**src/rtl/paddle_collision.sv**
```systemverilog
// paddle_collision
//
// Detects a ball touching the right-hand paddle and requests a bounce. It also
// flags a ball that has gone past the paddle and watches the bounce handshake
// with the ball logic. All outputs are registered and appear one clock after
// the qualifying inputs are sampled.
//
// Ports
//   clock        system clock (single domain)
//   reset        synchronous, active-high reset
//   enable       game tick; collision evaluation only happens while high
//   ball_x       ball x position (8 bit)
//   ball_y       ball top edge (9 bit)
//   ball_dir     1 = ball moving right, 0 = moving left
//   paddle_y     paddle top edge (9 bit)
//   x_bounce     request to reverse the ball's x direction
//   y_bounce     bit1 = top-half hit, bit0 = bottom-half hit
//   miss         one-cycle pulse when the ball passes the paddle
//   timeout_err  sticky: ball logic never acknowledged a bounce
//   hit_count    saturating paddle hit counter
//
// Build option
//   PADDLE_COLLISION_SCORE_EN  when defined, hit_count counts paddle hits.
//                              When undefined, hit_count is tied to 0 and no
//                              counter register exists.
//
// state  | meaning
// -------+---------------------------------------------------------------
// ARMED  | waiting for the ball to reach the paddle face or the miss line
// HIT    | bounce requested; holding it until ball_dir returns 0
// MISSED | ball lost (or handshake expired); waiting for ball_x < PADDLE_X

module paddle_collision #(
  parameter int unsigned PADDLE_X      = 210,
  parameter int unsigned MISS_X        = 218,
  parameter int unsigned PADDLE_HEIGHT = 40,
  parameter int unsigned BALL_SIZE     = 4,
  parameter int unsigned HOLD_MAX      = 255
) (
  input  logic       clock,
  input  logic       reset,
  input  logic       enable,
  input  logic [7:0] ball_x,
  input  logic [8:0] ball_y,
  input  logic       ball_dir,
  input  logic [8:0] paddle_y,
  output logic       x_bounce,
  output logic [1:0] y_bounce,
  output logic       miss,
  output logic       timeout_err,
  output logic [6:0] hit_count
);

  localparam int unsigned HOLD_W = $clog2(HOLD_MAX + 1);

  localparam logic [7:0]        LP_PADDLE_X  = 8'(PADDLE_X);
  localparam logic [7:0]        LP_MISS_X    = 8'(MISS_X);
  localparam logic [9:0]        LP_BALL_SIZE = 10'(BALL_SIZE);
  localparam logic [9:0]        LP_BALL_HALF = 10'(BALL_SIZE / 2);
  localparam logic [9:0]        LP_PAD_H     = 10'(PADDLE_HEIGHT);
  localparam logic [9:0]        LP_PAD_HALF  = 10'(PADDLE_HEIGHT / 2);
  localparam logic [HOLD_W-1:0] LP_HOLD_MAX  = HOLD_W'(HOLD_MAX);
  localparam logic [HOLD_W-1:0] LP_HOLD_ONE  = HOLD_W'(1);

  typedef enum logic [1:0] {
    ARMED  = 2'd0,
    HIT    = 2'd1,
    MISSED = 2'd2
  } state_t;

  state_t            r_state;
  logic [HOLD_W-1:0] r_hold;
  logic              r_x_bounce;
  logic [1:0]        r_y_bounce;
  logic              r_miss;
  logic              r_timeout_err;

  // Geometry is done at 10 bits so y + size / y + height never wrap.
  logic [9:0]        w_ball_y;
  logic [9:0]        w_pad_y;
  logic              w_overlap;
  logic              w_top_half;
  logic              w_hit_cond;
  logic              w_miss_cond;
  logic [HOLD_W-1:0] w_hold_nxt;

  assign w_ball_y    = {1'b0, ball_y};
  assign w_pad_y     = {1'b0, paddle_y};
  assign w_overlap   = ((w_ball_y + LP_BALL_SIZE) > w_pad_y) &&
                       (w_ball_y < (w_pad_y + LP_PAD_H));
  // Ball centre above paddle centre -> top half.
  assign w_top_half  = (w_ball_y + LP_BALL_HALF) < (w_pad_y + LP_PAD_HALF);
  assign w_hit_cond  = enable && ball_dir && (ball_x >= LP_PADDLE_X) && w_overlap;
  assign w_miss_cond = enable && ball_dir && (ball_x >= LP_MISS_X) && !w_overlap;
  assign w_hold_nxt  = r_hold + LP_HOLD_ONE;

`ifdef PADDLE_COLLISION_SCORE_EN
  logic [6:0] r_hit_count;
`endif

  always_ff @(posedge clock) begin
    if (reset) begin
      r_state       <= ARMED;
      r_hold        <= '0;
      r_x_bounce    <= 1'b0;
      r_y_bounce    <= 2'b00;
      r_miss        <= 1'b0;
      r_timeout_err <= 1'b0;
`ifdef PADDLE_COLLISION_SCORE_EN
      r_hit_count   <= 7'd0;
`endif
    end else begin
      // miss is a single-cycle pulse; only the ARMED->MISSED edge raises it.
      r_miss <= 1'b0;
      case (r_state)
        ARMED: begin
          // Hit is tested first so a touching ball past MISS_X still bounces.
          if (w_hit_cond) begin
            r_state    <= HIT;
            r_x_bounce <= 1'b1;
            r_y_bounce <= w_top_half ? 2'b10 : 2'b01;
            r_hold     <= '0;
`ifdef PADDLE_COLLISION_SCORE_EN
            if (r_hit_count != 7'd127) begin
              r_hit_count <= r_hit_count + 7'd1;
            end
`endif
          end else if (w_miss_cond) begin
            r_state <= MISSED;
            r_miss  <= 1'b1;
          end
        end
        HIT: begin
          // ball_dir = 0 is the acknowledge; it is honoured even without a tick.
          if (!ball_dir) begin
            r_state    <= ARMED;
            r_x_bounce <= 1'b0;
            r_y_bounce <= 2'b00;
          end else if (w_hold_nxt == LP_HOLD_MAX) begin
            r_state       <= MISSED;
            r_hold        <= w_hold_nxt;
            r_x_bounce    <= 1'b0;
            r_y_bounce    <= 2'b00;
            r_timeout_err <= 1'b1;
          end else begin
            r_hold <= w_hold_nxt;
          end
        end
        MISSED: begin
          if (ball_x < LP_PADDLE_X) begin
            r_state <= ARMED;
          end
        end
        default: begin
          r_state <= ARMED;
        end
      endcase
    end
  end

  assign x_bounce    = r_x_bounce;
  assign y_bounce    = r_y_bounce;
  assign miss        = r_miss;
  assign timeout_err = r_timeout_err;

`ifdef PADDLE_COLLISION_SCORE_EN
  assign hit_count = r_hit_count;
`else
  assign hit_count = 7'd0;
`endif

endmodule

```
**config.mk**
```make
export PLATFORM = sky130hd
export DESIGN_NAME = paddle_collision
export DESIGN_NICKNAME = d
export VERILOG_FILES = /design/src/rtl/paddle_collision.sv
export SDC_FILE = /design/constraint.sdc
export NUM_CORES = 1
export LEC_CHECK = 0
export ABC_AREA = 0
export BUFFER_PORTS_ARGS = -buffer_cell sky130_fd_sc_hd__buf_2
export CORE_ASPECT_RATIO = 1.5
export CORE_UTILIZATION = 45
export DETAILED_ROUTE_END_ITERATION = 7
export GPL_TIMING_DRIVEN = 1
export HOLD_SLACK_MARGIN = 0.05
export PLACE_DENSITY = 0.74
export SKIP_LAST_GASP = 1
export SLEW_MARGIN = 40
export SYNTH_ARGS = -nofsm -noshare
export SYNTH_HDL_FRONTEND = slang
export SYNTH_SLANG_ARGS = --single-unit
```
**constraint.sdc**
```tcl
create_clock -name clock -period 3.39 [get_ports clock]
set_input_delay 0.8475 -clock clock [delete_from_list [all_inputs] [get_ports clock]]
set_output_delay 0.8475 -clock clock [all_outputs]
set_load 0.01 [all_outputs]
```
Yosys cells after proc, flatten, opt, wreduce, memory -nomap -nowiden:

Cells that the tools add are included.
Widths: inputs -> output; s select.

* logic and storage cells: 59
* input port bits: 30
* register bits: 15

* multiplexer cells: 19
* magnitude comparators: 6
* bitwise operators: 1
* reductions and logical operators: 14
* add/subtract/negate cells: 5
* eq/ne operators: 8

Operators by type and width (number)
* $mux 2: 9
* $ge 8x8->1 const B: 2
* $mux 8: 2
* $pmux 8 s2: 1
* $reduce_and 3->1: 4
* $add 9x2->10 const B: 1
* $add 9x3->10 const B: 1
* $add 9x5->10 const B: 1
* $add 9x6->10 const B: 1
* $gt 10x9->1: 1
* $lt 10x10->1: 1
* $lt 9x10->1: 1
* $add 8x1->8 const B: 1
* $eq 8x8->1 const B: 1
* $lt 8x8->1 const B: 1
* $logic_and 1x1->1: 6
* $ne 2x2->1 const B: 3
* $ne 3x3->1 const B: 2
* $pmux 2 s3: 1
* $mux 1: 4
* $pmux 2 s2: 1
* $reduce_or 3->1: 1
* $eq 2x1->1 const B: 1
* $eq 2x2->1 const B: 1
* other kinds (5): 5

Longest topological paths before layout:

* word-level depth: 8
* depth in mapped cells: 12
* depth with buffers taken out: 12

Worst setup path before layout:

No wires, ideal clock.

* path type: input to register
* start point: in ball_y[2]
* end point: reg r_hold[6]
* path buffers: 0
* arrival: 2832 ps
* stages: 11
* data required time: 3299 ps
* library setup time: 91 ps
* path slack: 467 ps
* cells stage by stage: ha_1 > and3_1 > nand3_1 > xnor2_1 > ha_1 > nand3_1 > nor4_1 > a221oi_2 > nand4_2 > nand2_1 > a311oi_1

* word-level cells in the longest chain between the ends: 6

Ends and longest elaborated chain
* start: declaration: RTL line 44 `input logic [8:0] ball_y,`
* $add 9x3->10: RTL line 89 `assign w_overlap = ((w_ball_y + LP_BALL_SIZE) > w_pad_y) &&`
* $gt 10x9->1: RTL line 89
* $logic_and 1x1->1 *: RTL line 89
* $logic_and 1x1->1 *: RTL line 93 `assign w_hit_cond = enable && ball_dir && (ball_x >= LP_PADDLE_X) && w_overlap;`
* $ne 2x2->1 (no source line) *
* $reduce_and 3->1 (no source line) *
* end signal: assignment: RTL line 141 `r_hold <= w_hold_nxt;`
* end signal: assignment: RTL line 146 `r_hold <= w_hold_nxt;`
* end: declaration: RTL line 72 `logic [HOLD_W-1:0] r_hold;`

Every way passes the cells marked *; elsewhere a longest branch is shown, timed or not.
A chain may end at the register's enable or synchronous reset.

Worst setup path after layout:

* start point: in ball_y[2]
* end point: reg r_hold[3]

Same word-level chain as after synthesis.

==> metrics <==
CTS tree=built; top cell type by total area after synthesis=ha_1; # hold bufs at CTS=0; crit path buf inv count=2; vias after detailed routing=1798; final worst-path cycle share=90.0%; Post-Synthesis Cells=232; Synth Area in Compound Gates=20.4%; CP Max Fanout=7; clk slew on worst S/H paths=60 ps; pre-CTS setup slack=89.3 ps; FP Rows=27; Skew-Pair Late Insertion Delay=250 ps; RSZ-0062 raised after global routing=false; Slew HR=55.2%; #FFs+latches synth=15; worst hold-check path type=reg2reg; Synth Area in Simple Gates=21.1%; largest net degree at the start of global routing=18; Post-Synth Adder-Cell Area=22.0%; cell with the most instances after synthesis=ha_1; CP max-delay cell=nor4_1; Synth Warn #=0; setup tns final=0 ps; DP Area=2090 um2; cts bufs inserted=3; Die Span X=53.9 um; clock sink count=15; Port Buf Inserts=33; mux share of post-synthesis cell area=1.17%; CP Class=in2reg; dpl hpwl=3660 um; initial antenna violation count=0; fin crit period=3050 ps; CP Data Required Time=3550 ps; crit path launch type=input pin; CP delay by family, top=simple AND/OR/NAND/NOR gates; worst endpoint data arrival time=3210 ps; Iter 0 DRT Violations=20; average size of a mapped cell=7.84 um2; first-pass GRT wire length=7200 um; Critical Path Sink Type=flop; Slew @ Worst Pin=662 ps; PnR worst setup slack=339 ps; asr flop ratio synth=0%; Post-layout nets=340; Cell Chain, Critical Path=buf_2, ha_1, and3_1, nand3_1, xnor2_1, ha_1, nand3_1, nor4_1, buf_4, a221oi_2, nand4_2, nand2_1, a311oi_1; Post-CTS Setup Repair Bufs=0; GR Overflow Total=0; vias in the first global route=1764; Final Total Pwr=0.000515 W; Finished Cell Area=2140 um2; Resized cells post-CTS=0; fmax=328 MHz; Leakage=1.00 nW; Tot GR Track Use=22.3%; core area=3750 um2; endpoints failing setup=0; worst stage delay on the critical path=360 ps; Final Hold Vio Count=0; H-tree lvl count=1; Die Y-Extent=79.8 um; Finished Core Util=57.0%; Die ar.=4300 um2; mapped cell area=1820 um2; power density over the cells=241 nW/um2; Post-Synth XOR/XNOR Area=10.6%; synth cell count leaders=ha_1, inv_1, a21oi_1; Area contributors post-synth=ha_1, dfxtp_1, xnor2_1, a21oi_1, inv_1; Synth cell types=49; I/O pin count=42; share of cells above drive strength 1=21.3%; outcome=completed; initial core utilization=48.5%; Antenna Cells=0; total of max-cap violations=0; area share of the largest cell type after synthesis=22.0%; 1st-pass router iterations=4; EDFF count, synth=0; predominant post-synthesis flop cell=dfxtp_1; Final ANT Viol Nets=0; count of pins over their slew limit=0; clock buffer depth=2; Wirelength per Cell=13.5 um; Root Buffer Master=clkbuf_8; GP Congestion=0.907; Remaining DRCs=0; Total Wirelength=4330 um; Seq/Total Area, Yosys=16.5%; VDD IR max=0.252 mV; Layout Area Growth over Synthesis=17.6%; Layout Skew=2.25 ps; largest family of logic cells by synthesized area=adder cells; DR vias/cell=5.62
metrics by stage:
stage | hold WS (ps) | cells
2_1_floorplan | 463 | 238
3_3_place_gp | 461 | 316
3_5_place_dp | 466 | 316
4_1_cts | 473 | 320
5_1_grt | 496 | 320
6_report | 474 | 320
worst min-delay path: stages, from the launching register on:
cell and delay (ps):
dfxtp_1 300, o21ai_0 70, a21oi_1 60
layout by cell type, fill, tap and decap left out, types with 3 or more instances in the layout:
cell type and count:
a21oi_1 18, a311oi_1 4, a31oi_1 4, and3_1 4, buf_2 33, buf_4 14
clkbuf_8 3, conb_1 7, dfxtp_1 15, ha_1 32, inv_1 19, nand2_1 17
nand2b_1 7, nand3_1 7, nand4_1 5, nor2_1 15, nor2b_1 3, o211ai_1 4
o21ai_0 10, xnor2_1 14, xor2_1 8
worst paths after layout:
| kind | cells after the start | slack, ps | start | end |
|---|---|---|---|---|
| min | 2 | 470 | y_bounce[0] | y_bounce[0] |
| max | 13 | 340 | ball_y[2] | r_hold[3] |
| max reg2reg | 7 | 1210 | r_hold[1] | r_state[1] |
| min reg2reg | 2 | 470 | y_bounce[0] | y_bounce[0] |
metal layers:
| metal | routed length, um | vias to the layer above | GRT usage, % | share of wire (%) |
|---|---|---|---|---|
| met4 | 188 | 0 | 11.8 | 4.3 |
| met5 | 0 | - | 0 | 0 |
| met2 | 2400 | 46 | 44.2 | 56 |
| met3 | 123 | 15 | 1.71 | 2.8 |
| li1 | - | 908 | - | - |
| met1 | 1610 | 829 | 20.6 | 37 |
state kept, by name (all words and copies together) (netlist names):
signal	count
timeout_err	1
r_state	2
y_bounce	2
r_hold	8
x_bounce	1
miss	1
cell families (layout without fill, tap and decap cells):
family | count (synthesis) | in the layout
and+or+nand+nor | 73 | 73
other | 1 | 7
buffers and inverters | 31 | 70
AOI/OAI and AO/OA | 56 | 56
xor gates and xnor gates | 22 | 22
adders and majority gates | 32 | 32
muxes | 2 | 2
DFF | 15 | 15
power breakdown:
part           switching (W)  internal (W)  leakage, nW  total (W)
combinational       0.000104     0.0000862        0.856   0.000190
sequential        0.00000120      0.000178        0.121   0.000179
clock              0.0000642     0.0000814       0.0255   0.000146
total               0.000169      0.000345         1.00   0.000515
cell type report:
class	count	area (um2)
Sequential cell	15	300
Tap cell	43	53.8
Inverter	19	71.3
Multi-Input combinational cell	192	1400
Fill cell	362	1610
Timing Repair Buffer	47	270
Clock buffer	3	41.3
Clock inverter	1	5.00
No activity file was read; power rests on OpenSTA's default activity.
